File: src/rtl/riscv_pkg.sv
// Shared types for the M-extension multiply/divide unit: op encoding,
// FSM states and operand sign helpers.
package riscv_pkg;

    typedef enum logic [2:0] {
        M_MUL    = 3'd0,
        M_MULH   = 3'd1,
        M_MULHSU = 3'd2,
        M_MULHU  = 3'd3,
        M_DIV    = 3'd4,
        M_DIVU   = 3'd5,
        M_REM    = 3'd6,
        M_REMU   = 3'd7
    } m_op_e;

    typedef enum logic [1:0] {
        MD_IDLE,
        MD_BUSY,
        MD_DONE
    } muldiv_state_e;

    function automatic logic is_signed_rs1(m_op_e op);
        return op inside {M_MULH, M_MULHSU, M_DIV, M_REM};
    endfunction

    function automatic logic is_signed_rs2(m_op_e op);
        return op inside {M_MULH, M_DIV, M_REM};
    endfunction

endpackage

File: src/rtl/riscv_muldiv_step.sv
// One radix-2 iteration: shift-add multiply step or restoring divide step.
// Ports: is_div, hi/lo (working pair), opnd (multiplicand/divisor) -> hi_n/lo_n.
module riscv_muldiv_step #(
    parameter int XLEN = 32
) (
    input  logic            is_div,
    input  logic [XLEN-1:0] hi,
    input  logic [XLEN-1:0] lo,
    input  logic [XLEN-1:0] opnd,
    output logic [XLEN-1:0] hi_n,
    output logic [XLEN-1:0] lo_n
);

    logic [XLEN:0] sum;
    logic [XLEN:0] diff;

    always_comb begin
        sum  = {1'b0, hi} + (lo[0] ? {1'b0, opnd} : '0);
        // partial remainder shifted left by one, minus divisor;
        // top bit set means the trial subtraction went negative
        diff = {hi, lo[XLEN-1]} - {1'b0, opnd};
        if (is_div) begin
            hi_n = diff[XLEN] ? {hi[XLEN-2:0], lo[XLEN-1]}
                              : diff[XLEN-1:0];
            lo_n = {lo[XLEN-2:0], ~diff[XLEN]};
        end else begin
            hi_n = sum[XLEN:1];
            lo_n = {sum[0], lo[XLEN-1:1]};
        end
    end

endmodule

File: src/rtl/riscv_muldiv_unit.sv
// RV32M/RV64M iterative multiply/divide unit, one op in flight, valid/ready
// on both sides. Ports: clk, rst_n, flush, in_* request, out_* result.
// Optional RISCV_MULDIV_FAST_MUL_EN: single-cycle multiplies.
module riscv_muldiv_unit
    import riscv_pkg::*;
#(
    parameter int XLEN  = 32,
    parameter int TAG_W = 5
) (
    input  logic             clk,
    input  logic             rst_n,
    input  logic             flush,
    input  logic             in_valid,
    output logic             in_ready,
    input  logic [2:0]       in_op,
    input  logic [XLEN-1:0]  in_rs1,
    input  logic [XLEN-1:0]  in_rs2,
    input  logic [TAG_W-1:0] in_tag,
    output logic             out_valid,
    input  logic             out_ready,
    output logic [XLEN-1:0]  out_result,
    output logic [TAG_W-1:0] out_tag
);

    localparam int CW = $clog2(XLEN + 1);

    muldiv_state_e    state, state_d;
    logic [CW-1:0]    cnt, cnt_d;
    m_op_e            op_q, op_d, op_in;
    logic             neg_q, neg_d;
    logic [XLEN-1:0]  opnd_q, opnd_d;
    logic [XLEN-1:0]  hi_q, hi_d, lo_q, lo_d;
    logic [XLEN-1:0]  hi_n, lo_n;
    logic [XLEN-1:0]  res_q, res_d;
    logic [TAG_W-1:0] tag_q, tag_d;

    logic             s1, s2, div_in, rem_in;
    logic             zero_div, ovf;
    logic [XLEN-1:0]  mag1, mag2, spec_res;
    logic [XLEN-1:0]  quo_rem, fin_res;
    logic [2*XLEN-1:0] prod, prod_s;

    assign op_in  = m_op_e'(in_op);
    assign s1     = is_signed_rs1(op_in) & in_rs1[XLEN-1];
    assign s2     = is_signed_rs2(op_in) & in_rs2[XLEN-1];
    assign mag1   = s1 ? -in_rs1 : in_rs1;
    assign mag2   = s2 ? -in_rs2 : in_rs2;
    assign div_in = in_op[2];
    assign rem_in = in_op[2] & in_op[1];

    assign zero_div = div_in && (in_rs2 == '0);
    assign ovf = (op_in == M_DIV || op_in == M_REM)
              && (in_rs1 == {1'b1, {(XLEN-1){1'b0}}})
              && (in_rs2 == '1);
    assign spec_res = zero_div ? (rem_in ? in_rs1 : '1)
                               : (rem_in ? '0 : in_rs1);

`ifdef RISCV_MULDIV_FAST_MUL_EN
    logic signed [2*XLEN-1:0] fa, fb, fp;
    logic [XLEN-1:0] fast_res;
    assign fa = {{XLEN{s1}}, in_rs1};
    assign fb = {{XLEN{s2}}, in_rs2};
    assign fp = fa * fb;
    assign fast_res = (op_in == M_MUL) ? fp[XLEN-1:0]
                                       : fp[2*XLEN-1:XLEN];
`endif

    riscv_muldiv_step #(.XLEN(XLEN)) u_step (
        .is_div (op_q[2]),
        .hi     (hi_q),
        .lo     (lo_q),
        .opnd   (opnd_q),
        .hi_n   (hi_n),
        .lo_n   (lo_n)
    );

    // final iteration result, sign-corrected; product is negated as a
    // whole before the low/high half is picked
    assign prod    = {hi_n, lo_n};
    assign prod_s  = neg_q ? -prod : prod;
    assign quo_rem = op_q[1] ? hi_n : lo_n;
    assign fin_res = op_q[2] ? (neg_q ? -quo_rem : quo_rem)
                   : (op_q == M_MUL) ? prod_s[XLEN-1:0]
                                     : prod_s[2*XLEN-1:XLEN];

    always_comb begin
        state_d = state;
        cnt_d   = cnt;
        op_d    = op_q;
        neg_d   = neg_q;
        opnd_d  = opnd_q;
        hi_d    = hi_q;
        lo_d    = lo_q;
        res_d   = res_q;
        tag_d   = tag_q;
        unique case (state)
            MD_IDLE: begin
                if (in_valid && !flush) begin
                    op_d   = op_in;
                    tag_d  = in_tag;
                    neg_d  = rem_in ? s1 : (s1 ^ s2);
                    cnt_d  = '0;
                    hi_d   = '0;
                    opnd_d = div_in ? mag2 : mag1;
                    lo_d   = div_in ? mag1 : mag2;
                    if (zero_div || ovf) begin
                        state_d = MD_DONE;
                        res_d   = spec_res;
                    end
`ifdef RISCV_MULDIV_FAST_MUL_EN
                    else if (!div_in) begin
                        state_d = MD_DONE;
                        res_d   = fast_res;
                    end
`endif
                    else begin
                        state_d = MD_BUSY;
                    end
                end
            end
            MD_BUSY: begin
                hi_d  = hi_n;
                lo_d  = lo_n;
                cnt_d = cnt + 1'b1;
                if (cnt == CW'(XLEN - 1)) begin
                    state_d = MD_DONE;
                    cnt_d   = '0;
                    res_d   = fin_res;
                end
            end
            MD_DONE: begin
                if (out_ready) state_d = MD_IDLE;
            end
            default: state_d = MD_IDLE;
        endcase
        if (flush) begin
            state_d = MD_IDLE;
            cnt_d   = '0;
        end
    end

    always_ff @(posedge clk or negedge rst_n) begin
        if (!rst_n) begin
            state  <= MD_IDLE;
            cnt    <= '0;
            op_q   <= M_MUL;
            neg_q  <= 1'b0;
            opnd_q <= '0;
            hi_q   <= '0;
            lo_q   <= '0;
            res_q  <= '0;
            tag_q  <= '0;
        end else begin
            state  <= state_d;
            cnt    <= cnt_d;
            op_q   <= op_d;
            neg_q  <= neg_d;
            opnd_q <= opnd_d;
            hi_q   <= hi_d;
            lo_q   <= lo_d;
            res_q  <= res_d;
            tag_q  <= tag_d;
        end
    end

    assign in_ready   = (state == MD_IDLE);
    assign out_valid  = (state == MD_DONE);
    assign out_result = res_q;
    assign out_tag    = tag_q;

endmodule
File: config.mk
export PLATFORM = sky130hd
export DESIGN_NAME = riscv_muldiv_unit
export DESIGN_NICKNAME = d
export VERILOG_FILES = /design/src/rtl/riscv_pkg.sv /design/src/rtl/riscv_muldiv_step.sv /design/src/rtl/riscv_muldiv_unit.sv
export SDC_FILE = /design/constraint.sdc
export NUM_CORES = 1
export LEC_CHECK = 0
export CORE_MARGIN = 2
export CORE_UTILIZATION = 45
export CTS_BUF_LIST = sky130_fd_sc_hd__clkbuf_16
export DETAILED_ROUTE_END_ITERATION = 6
export PLACE_DENSITY = 0.67
export SETUP_SLACK_MARGIN = 0.1
export SYNTH_ARGS = -nofsm -noshare
export SYNTH_HDL_FRONTEND = slang
export SYNTH_SLANG_ARGS = --single-unit
File: constraint.sdc
create_clock -name clk -period 5.5 [get_ports clk]
set_input_delay 1.1 -clock clk [delete_from_list [all_inputs] [get_ports clk]]
set_output_delay 1.1 -clock clk [all_outputs]
set_load 0.05 [all_outputs]
==> metrics.md <==
| Metric | Value |
|---|---|
| Cell occurring most often along the worst timing path | sky130_fd_sc_hd__inv_2 |
| Number of buffers between clock root and the deepest sink | 2 |
| Summed instance area of the synthesized netlist | about 18000 um2 |
| Setup skew after layout | about 14 ps |
| Commonest register cell after synthesis | sky130_fd_sc_hd__dfrtp_1 |
| Die height | a little over 200 um |
| RSZ-0062 raised after global routing | yes |
| Count of boundary I/O pins | about 120 |
| Nets | between 2000 and 3000 |
| GR Util All Layers | between 40% and 50% |
| R2R cell count | 25 |
| Die W | 205.2 um |
| Number of synthesis warnings | 0 |
| Number of global-route vias before repair | between 20000 and 25000 |
| Register-to-register setup slack | -30 ps |
| IO Port Bufs | 115 |
| Initial antenna violation count | 9 |
| Number of cells on the worst hold path | 1 |
| Min Tclk post-route | 5530 ps |
| Internal Dissipation | 6.433 mW |
| Crit share post-route | 100.5% |
| Worst-skew pair later-pin latency | approximately 510 ps |
| Met3 Routed Length | 10240 um |
| Post-synthesis async set-or-reset flop share | 100.0% |
| Post-placement cell count | 3236 |
| Most area-consuming cells after synthesis | sky130_fd_sc_hd__dfrtp_1 (20%), sky130_fd_sc_hd__a21oi_1 (6.2%), sky130_fd_sc_hd__nand2_1 (6.1%), sky130_fd_sc_hd__o21ai_0 (5.9%), sky130_fd_sc_hd__ha_1 (4.8%) |
| Clock tree sinks | 145 |
| Dominant cell type by area after synthesis | sky130_fd_sc_hd__dfrtp_1 |
| Final count of negative-setup-slack endpoints | 4 |
| Worst Setup Start Kind | flip-flop |
| Post-route DRC | 0 |
| EDFF count, synth | 0 |
| Final design instance area without fill | 22000 um2 |
| Fraction of power consumed by the clock network | 8.2% |
| Distinct cells, synth | ~110 |
| Synthesized net count | 2689 |
| Fraction of final layout cells with drive strength greater than 1 | 13.82% |
| Routability congestion estimate | between 1 and 1.5 |
| Maximum operating frequency | roughly 180 MHz |
| Syn Inst Count | ~2500 |
| Average via count per standard cell | around 6.7 |
| Synth top area share | 19.92% |
| Master cell of the clock root buffer | sky130_fd_sc_hd__clkbuf_16 |
| Iter 0 DRT Violations | between 2000 and 3000 |
| Final routed wire length divided by cell count | around 27 um |
| Syn-to-layout area delta | 20.78% |
| Slowest stage delay, CP | slightly above 500 ps |
| Die ar. | between 40000 and 50000 um2 |
| Gate power share | about four fifths |
| Clock-pin transition on the worst setup and hold timing paths | around 70 ps |
| Row cnt | 73 |
| Total Routed Length | roughly 90000 um |
| Total congestion overflow after global routing | 0 |
| Min setup slack post-route | -29.54 ps |
| Violated checks | capacitance limit, slew limit, setup timing |
| Transition time at the pin with the least slew margin | 1542 ps |
| Area of placed instances | roughly 21000 um2 |
| Number of detailed-route iterations in the first pass | 6 |
| Vias after detailed routing | about 22000 |
| Relative slew slack | -4.131% |
| Layout Utilization | a little under three fifths |
| Initial cell density of the core | a little under half |
| Endpoint of the lowest-slack register-to-register path | out_result[8]$_DFFE_PN0P_ |
| Worst Path Arrival | between 5000 and 6000 ps |
| Hold_sp | out_result[1]$_DFFE_PN0P_ |
| Largest fanout on the critical path | 6 |
| Switching power share of the total | roughly 57% |
| Met2 wirelength from detailed routing | around 38000 um |
| Total CTS buffers | 17 |
| Sequential cell area fraction in the yosys report | 19.92% |
| First-pass GRT wire length | ~130000 um |
| Core box area | between 30000 and 40000 um2 |
| Number of failing hold endpoints at the final stage | 0 |
| Pins over their slew limit | 4 |
| TritonCTS clock tree | done |
| Result of the run | complete, but fails checks |
| Worst Path Required | between 5000 and 6000 ps |
| Areal power density over the cells | ~680 nW/um2 |
| Wl on met1 | ~36000 um |
| Average cell area after synthesis | around 7.2 um2 |
| Leakage component of the power | 8.933 nW |
| Maximum number of pins on one net before global-route repair | ~90 |
| Number of maximum-capacitance violations | 1 |
| Uppermost routed layer | met5 |
| Endpoint kind of the worst setup timing path | flip-flop |
| Max stage delay cell, worst path | sky130_fd_sc_hd__or4b_4 |
| Total net switching power | approximately 8.5 mW |
| Critical path start-end classification | reg -> reg |
| Share of total power in sequential cells | between 10% and 20% |
| Detail Placement HPWL | slightly above 70000 um |
| Number of H-tree levels | 4 |
| Number of hold buffers added after cts | 0 |
| Largest voltage drop on the vdd net | 0.2757 mV |
| Destination of the worst hold path | out_result[1]$_DFFE_PN0P_ |
| Number of register bits inferred by synthesis | between 100 and 150 |
| Number of routed nets with antenna violations | 0 |
| Launch point of the worst reg-to-reg path | lo_q[31]$_DFFE_PN0P_ |
| Final cell count without fillers | around 3300 |
| Worst min-delay path class | reg -> reg |
cell families (layout without fill, tap and decap cells):
logic type / Yosys count / count (layout) / synth area share (%)
multiplexers: 82 / 82 / 4.602
flip-flops: 145 / 145 / 19.92
AO/OA/AOI/OAI: 871 / 871 / 31.36
adder cells (fa/ha/maj): 72 / 72 / 5.028
other: 0 / 3 / 0
buffers and inverters: 243 / 459 / 5.399
XOR/XNOR: 158 / 158 / 7.597
AND/OR/NAND/NOR: 969 / 969 / 26.10
metrics by stage:
stage          setup WS (ps)  setup TNS [ps]  total power [mW]  hold slack, ps
6_report              -29.54          -56.88             14.96           481.0
3_3_place_gp           136.8               0             12.99           458.7
4_1_cts                98.05               0             14.36           484.4
2_1_floorplan          120.8               0             8.499           460.5
5_1_grt               -253.9           -2160             15.65           494.7
3_5_place_dp          -68.49          -255.2             13.06           469.3
cells in the mapped netlist (all sizes together), types with 13 or more instances:
| master | number |
|---|---|
| buf | 44 |
| nand4 | 45 |
| o221ai | 32 |
| xor2 | 60 |
| or3 | 30 |
| clkbuf | 132 |
| nand3 | 89 |
| a21oi | 226 |
| mux2i | 71 |
| ha | 70 |
| nand2 | 298 |
| o211ai | 43 |
| xnor2 | 98 |
| inv | 64 |
| o41ai | 14 |
| nand2b | 18 |
| a21o | 27 |
| nor3b | 16 |
| o21ai | 228 |
| nor3 | 81 |
| dfrtp | 145 |
| a31oi | 26 |
| nor2b | 18 |
| o21a | 20 |
| o31ai | 44 |
| a211oi | 46 |
| nor2 | 233 |
| o22ai | 14 |
| and2 | 43 |
| nor4 | 34 |
| nand3b | 13 |
registers in the layout, indices dropped and copies added, names as in the netlist:
name and flops:
neg_q 1, hi_q 32, state 2, out_tag 5, lo_q 32, opnd_q 32
op_q 3, out_result 32, cnt 6
cells in the final DEF, fill, tap and decap left out, types with 13 or more instances in the layout:
| master | instances |
|---|---|
| sky130_fd_sc_hd__a211oi_1 | 42 |
| sky130_fd_sc_hd__a21o_1 | 27 |
| sky130_fd_sc_hd__a21oi_1 | 224 |
| sky130_fd_sc_hd__a31oi_1 | 25 |
| sky130_fd_sc_hd__and2_1 | 43 |
| sky130_fd_sc_hd__buf_4 | 239 |
| sky130_fd_sc_hd__clkbuf_16 | 17 |
| sky130_fd_sc_hd__clkdlybuf4s50_1 | 113 |
| sky130_fd_sc_hd__dfrtp_1 | 142 |
| sky130_fd_sc_hd__ha_1 | 65 |
| sky130_fd_sc_hd__inv_1 | 64 |
| sky130_fd_sc_hd__mux2i_1 | 68 |
| sky130_fd_sc_hd__nand2_1 | 295 |
| sky130_fd_sc_hd__nand2b_1 | 16 |
| sky130_fd_sc_hd__nand3_1 | 88 |
| sky130_fd_sc_hd__nand3b_1 | 13 |
| sky130_fd_sc_hd__nand4_1 | 44 |
| sky130_fd_sc_hd__nor2_1 | 229 |
| sky130_fd_sc_hd__nor2b_1 | 17 |
| sky130_fd_sc_hd__nor3_1 | 75 |
| sky130_fd_sc_hd__nor3b_1 | 16 |
| sky130_fd_sc_hd__nor4_1 | 29 |
| sky130_fd_sc_hd__o211ai_1 | 42 |
| sky130_fd_sc_hd__o21a_1 | 19 |
| sky130_fd_sc_hd__o21ai_0 | 210 |
| sky130_fd_sc_hd__o21ai_1 | 14 |
| sky130_fd_sc_hd__o221ai_1 | 32 |
| sky130_fd_sc_hd__o31ai_1 | 44 |
| sky130_fd_sc_hd__o41ai_1 | 13 |
| sky130_fd_sc_hd__or3_1 | 29 |
| sky130_fd_sc_hd__xnor2_1 | 98 |
| sky130_fd_sc_hd__xor2_1 | 60 |
power groups by stage:
| stage | clock [mW] | combinational, mW | sequential, mW |
|---|---|---|---|
| detailed placement | 0 | 11.1 | 2.00 |
| floorplan | 0 | 6.32 | 2.18 |
| finish | 1.23 | 11.7 | 2.01 |
| global route | 1.28 | 12.3 | 2.05 |
| global placement | 0 | 11.0 | 1.99 |
| CTS | 1.24 | 11.1 | 1.99 |
routing by layer:
metal / GRT usage (%) / up-vias
met5: 0 / -
met4: 24.28 / 8
met3: 12.23 / 287
met2: 62.44 / 1370
met1: 55.64 / 10560
li1: - / 9864
layout make-up:
cell class	instances	area (um2)
repair buffers	360	3044
diodes	3	7.507
inverters	67	251.5
multi-input cells	2152	13830
well taps	525	656.9
flip-flops and latches	145	3635
clock inverters	15	153.9
fillers	3934	17820
clock buffers	17	425.4
critical path: cells and delay by family (launching register included):
| kind | cells | cell delay [ps] |
|---|---|---|
| DFF | 1 | 390 |
| buffers and inverters | 4 | 370 |
| AOI/OAI and AO/OA | 8 | 1600 |
| xor gates and xnor gates | 1 | 150 |
| adders and majority gates | 3 | 670 |
| muxes | 2 | 500 |
| and+or+nand+nor | 7 | 1740 |
timing repair:
| action | 4_1_cts | 5_1_grt |
|---|---|---|
| hold endpoints to repair | 0 | 0 |
| resized for setup | 7 | 36 |
| endpoints found under the setup margin | 13 | 24 |
| setup buffers | 3 | 10 |
| pin swaps | 3 | 19 |
worst max path at each step:
stage,start,to,slack (ps),depth (start not counted)
CTS,lo_q[31]$_DFFE_PN0P_,out_result[8]$_DFFE_PN0P_,100,25
finish,lo_q[31]$_DFFE_PN0P_,out_result[8]$_DFFE_PN0P_,-30,25
global placement,lo_q[31]$_DFFE_PN0P_,out_result[6]$_DFFE_PN0P_,140,25
global route,lo_q[31]$_DFFE_PN0P_,out_result[8]$_DFFE_PN0P_,-250,25
floorplan,lo_q[31]$_DFFE_PN0P_,out_result[18]$_DFFE_PN0P_,120,26
detailed placement,lo_q[31]$_DFFE_PN0P_,out_result[6]$_DFFE_PN0P_,-70,25
Power figures use the tool's default switching activity.
==> RTL change 1: new RTL, same settings <==
Re-encode `muldiv_state_e` (3 states) as one-hot, 3 bits wide.
--- a/src/rtl/riscv_pkg.sv
+++ b/src/rtl/riscv_pkg.sv
@@ -13,10 +13,10 @@
         M_REMU   = 3'd7
     } m_op_e;
 
-    typedef enum logic [1:0] {
-        MD_IDLE,
-        MD_BUSY,
-        MD_DONE
+    typedef enum logic [2:0] {
+        MD_IDLE = 3'b001,
+        MD_BUSY = 3'b010,
+        MD_DONE = 3'b100
     } muldiv_state_e;
 
     function automatic logic is_signed_rs1(m_op_e op);
Function: same outputs for any inputs over 4 cycles, from zero or initial values and one cycle with rst_n low; so few cycles prove little.
==> RTL change 1 against the unedited design <==
The flow finishes with violations (design-rule violations). Via count is 5.9% lower. Highest routed layer unchanged. Count of clock-buffer cells in the layout stayed put. Global-route usage is 2.8 points lower. Synthesized area is 3.4% lower. First-iteration DRC count is 5.2% lower. Cell area is 4.2% lower. Total power is 36% lower. Largest power group unchanged. Sequential cell count is 1 higher. Wire length is 8.7% lower. Utilization is 0.70 points lower. Worst setup slack better by 0.26 ns. Hold slack better by 0.0039 ns. Non-clock buffer count is 51 lower.
==> RTL change 1: results (changes against the unedited design) <==
| Metric | Value |
|---|---|
| Hold depth | `2 (+1)` |
| Routability cong. | `1.08 (+1.2%)` |
| GR Util All Layers | `39.7% (-2.8 points)` |
| Mux share of post-synthesis cell area | `4.00% (-0.60 points)` |
| Failing checks | `design-rule violations` |
| Fraction of layout instances using a drive strength above 1 | `12.9% (-0.93 points)` |
| M1 WL | `33,200 µm (-8.2%)` |
| Met2 routed wirelength | `35,500 µm (-5.5%)` |
| Hpwl dp | `64,700 µm (-9.3%)` |
| Status | `complete, but fails checks` |
| Worst-skew pair later-pin latency | `0.47 ns (-0.04 ns)` |
| GR Util met2 | `60.2% (-2.3 points)` |
| TritonRoute pass-1 iters | `7 (+1)` |
| Combinational logic power | `0.00660 W (-44%)` |
| Clock Skew | `0.0183 ns (+0.00396 ns)` |
| Reg2reg setup slack | `0.23 ns (+0.26 ns)` |
| Final nets | `2,758 (-4.6%)` |
| Largest net degree at the start of global routing | `101 (+15%)` |
| Non-Filler Instances | `3,141 (-4.4%)` |
| Commonest cells post-synth | `nand2_1 (286), a21oi_1 (248), o21ai_0 (223), nor2_1 (203), dfrtp_1 (145)` |
| End of the worst hold path | `out_tag[1]` |
| Post-CTS Setup Repair Bufs | `2 (-1)` |
| # DRC | `3 (+3)` |
| Synth Net Count | `2,607 (-3.0%)` |
| Final wirelength | `81,900 µm (-8.7%)` |
| Switch share | `53.3% (-3.7 points)` |
| Synth Area in Compound Gates | `31.6% (+0.28 points)` |
| CP Max Fanout | `9 (+3)` |
| Adder-cell share of the synthesized area | `5.21% (+0.18 points)` |
| Drt initial violations | `2,702 (-5.2%)` |
| Unique masters post-synth | `96 (-11%)` |
-- RTL change 1: through the flow --
stage / hold slack, ns / utilization, % / total power, W
4_1_cts: 0.485 / 53.9 / 0.00926
6_report: 0.485 / 54.5 / 0.00955
5_1_grt: 0.509 / 54.5 / 0.0100
3_5_place_dp: 0.465 / 52.3 / 0.00799
2_1_floorplan: 0.453 / - / 0.00560
3_3_place_gp: 0.459 / 52.3 / 0.00796
-- RTL change 1: cell type report --
class                   instances  area [µm²]
diodes                          1        2.50
clock buffers                  17         425
clock inverters                15         156
fillers                      3775       17600
inverters                      65         244
multi-input cells            2070       13300
flip-flops and latches        146        3660
well taps                     518         648
repair buffers                309        2660
-- RTL change 1: cell families (layout without fill, tap and decap cells) --
logic type | after synthesis | after routing
and+or+nand+nor | 894 | 894
AOI/OAI and AO/OA | 866 | 866
buffers and inverters | 242 | 406
xor gates and xnor gates | 171 | 171
DFF | 146 | 146
adders and majority gates | 72 | 72
muxes | 67 | 67
other | 0 | 1
==> RTL change 2: new RTL, same flow settings <==
Without the edit above. Set the parameter `TAG_W` to 10 (it was 5).
--- a/src/rtl/riscv_muldiv_unit.sv
+++ b/src/rtl/riscv_muldiv_unit.sv
@@ -5,7 +5,7 @@
     import riscv_pkg::*;
 #(
     parameter int XLEN  = 32,
-    parameter int TAG_W = 5
+    parameter int TAG_W = 10
 ) (
     input  logic             clk,
     input  logic             rst_n,
Interface: changed (resized in_tag and out_tag); port bits go from 116 to 126. The function was not compared with the original's and may differ.
==> RTL change 2 against the unedited design <==
Wire length down 4.3%. First-iteration DRC count down 5.5%. Total power down 15%. Clock skew about the same. Highest routed layer unchanged. Sequential share of layout area up 1.1 points. Worst setup slack better by 0.23 ns. Synthesized area down 2.0%. Critical path depth down 4. Non-clock buffer count down 49. Combinational power down 19%. Synthesized cell count down 2.5%. The run ends with design-rule violations left. Cell area down 3.0%. Sequential cell count up 5.
==> RTL change 2: results (changes against the unedited design) <==
| Metric | Value |
|---|---|
| Initial antenna violation count | `3 (-6)` |
| Vias in the first global route | `19,700 (-3.2%)` |
| Pre-CTS setup slack | `0.0127 ns (+0.0812 ns)` |
| Status | `complete, but fails checks` |
| Synth Net Count | `2,631 (-2.2%)` |
| Final nets | `2,793 (-3.4%)` |
| Largest cells by area after synthesis | `dfrtp_1 (21%), a21oi_1 (6.5%), nand2_1 (6.4%), o21ai_0 (6.2%), ha_1 (4.9%)` |
| Post-DP Area | `0.0205 mm² (-3.3%)` |
| Vias/cell | `6.76 (+0.50%)` |
| Static leakage | `8.67 nW (-3.0%)` |
| CP Data Arrival Time | `5.68 ns (-0.23 ns)` |
| DP Cell Count | `3,123 (-3.5%)` |
| TritonRoute pass-1 iters | `7 (+1)` |
| Routability cong. | `1.02 (-4.1%)` |
| Worst-skew pair later-pin latency | `0.49 ns (-0.02 ns)` |
| Clock Skew | `0.0146 ns (+0.000271 ns)` |
| IO Port Bufs | `125 (+8.7%)` |
| Cells after Synth | `2,477 (-2.5%)` |
| Worst VDD drop | `0.000251 V (-8.9%)` |
| Root Driver | `clkbuf_16` |
| Hpwl dp | `65,500 µm (-8.2%)` |
| Final wirelength | `85,900 µm (-4.3%)` |
| Failing checks | `design-rule violations` |
| Clk buf depth | `2 (unchanged)` |
| # DRC | `6 (+6)` |
| Commonest cells post-synth | `nand2_1 (304), a21oi_1 (230), o21ai_0 (221), nor2_1 (198), dfrtp_1 (150)` |
| Pin slew with the least headroom to its limit | `1.07 ns (-0.471 ns)` |
| Unique masters post-synth | `100 (-7.4%)` |
| First-pass GRT wire length | `127,000 µm (-4.1%)` |
| Psw | `0.00717 W (-16%)` |
| GR Util All Layers | `41.1% (-1.4 points)` |
| CP Max Fanout | `15 (+9)` |
| Fraction of layout instances using a drive strength above 1 | `12.4% (-1.4 points)` |
| CTS clk-pin slew, worst paths | `0.07 ns (about the same)` |
| # hold bufs at CTS | `0 (unchanged)` |
| Seq/Total Area, Yosys | `21.0% (+1.1 points)` |
| Drt initial violations | `2,693 (-5.5%)` |
| Non-Filler Instances | `3,171 (-3.4%)` |
## RTL change 2: cell count changes after synthesis, sizes merged, moves of 8 or more
cell,before,now
a211oi,46,30
a31oi,26,35
inv,64,72
mux2i,71,47
nand3b,13,5
nor2,233,199
nor3,81,72
o211ai,43,51
o22ai,14,6
or3,30,17
## RTL change 2: kinds of logic after synthesis
| kind of cell | after synthesis | synth area share, % |
|---|---|---|
| simple gates | 925 | 25.2 |
| xor+xnor | 154 | 7.56 |
| buf+inv | 243 | 5.50 |
| compound gates | 867 | 31.6 |
| mux | 66 | 3.92 |
| flops | 150 | 21.0 |
| fa+ha+maj | 72 | 5.13 |
## RTL change 2: routing by layer
metal	GRT usage, %	wire length (µm)	up-vias
met5	0	27	-
met4	24.9	5950	4
met3	8.31	8440	274
met2	62.6	37200	1333
met1	53.9	34300	10300
li1	-	-	9537
## RTL change 2: critical path, stage by stage, from the launching register on
cell and delay, ns:
dfrtp_1 0.38, inv_1 0.06, ha_2 0.17, inv_2 0.04
fa_2 0.41, a211oi_2 0.25, nor3_2 0.10, o31a_1 0.38
o211ai_4 0.25, buf_4 0.15, buf_4 0.16, a21oi_2 0.13
buf_12 0.18, or3_1 0.40, and2_1 0.19, o221a_1 0.31
or4b_4 0.57, buf_4 0.18, or3_4 0.35, o21ai_2 0.19
xnor2_1 0.11, a31o_1 0.23
## RTL change 2: power groups by stage
stage	registers, W	clock network, W	logic, W
4_1_cts	0.00192	0.00130	0.00895
2_1_floorplan	0.00206	0	0.00526
5_1_grt	0.00199	0.00135	0.00995
6_report	0.00195	0.00130	0.00943
3_5_place_dp	0.00194	0	0.00890
3_3_place_gp	0.00193	0	0.00885
## RTL change 2: area by class of cell
type	instances	area [µm²]
inverters	75	282
multi-input cells	2084	13400
diodes	1	2.50
well taps	518	648
clock inverters	15	180
fillers	3812	17600
repair buffers	311	2700
clock buffers	17	425
flip-flops and latches	150	3760
## RTL change 2: final timing paths
check,startpoint,end,slack (ns),cells after the start
worst min-delay path,out_result[4],out_result[4],0.48,2
worst min register to register,out_result[4],out_result[4],0.48,2
worst max register to register,lo_q[31],out_result[25],0.20,21
max in group asynchronous,rst_n,hi_q[26],3.68,2
worst max-delay path,lo_q[31],out_result[25],0.20,21
min in group asynchronous,rst_n,opnd_q[1],0.66,1
## RTL change 2: timing repair
action                                  in CTS  in global routing
buffers inserted                             0                 15
resized for setup                            2                 42
endpoints found under the setup margin       8                 17
pin swaps                                    2                 22
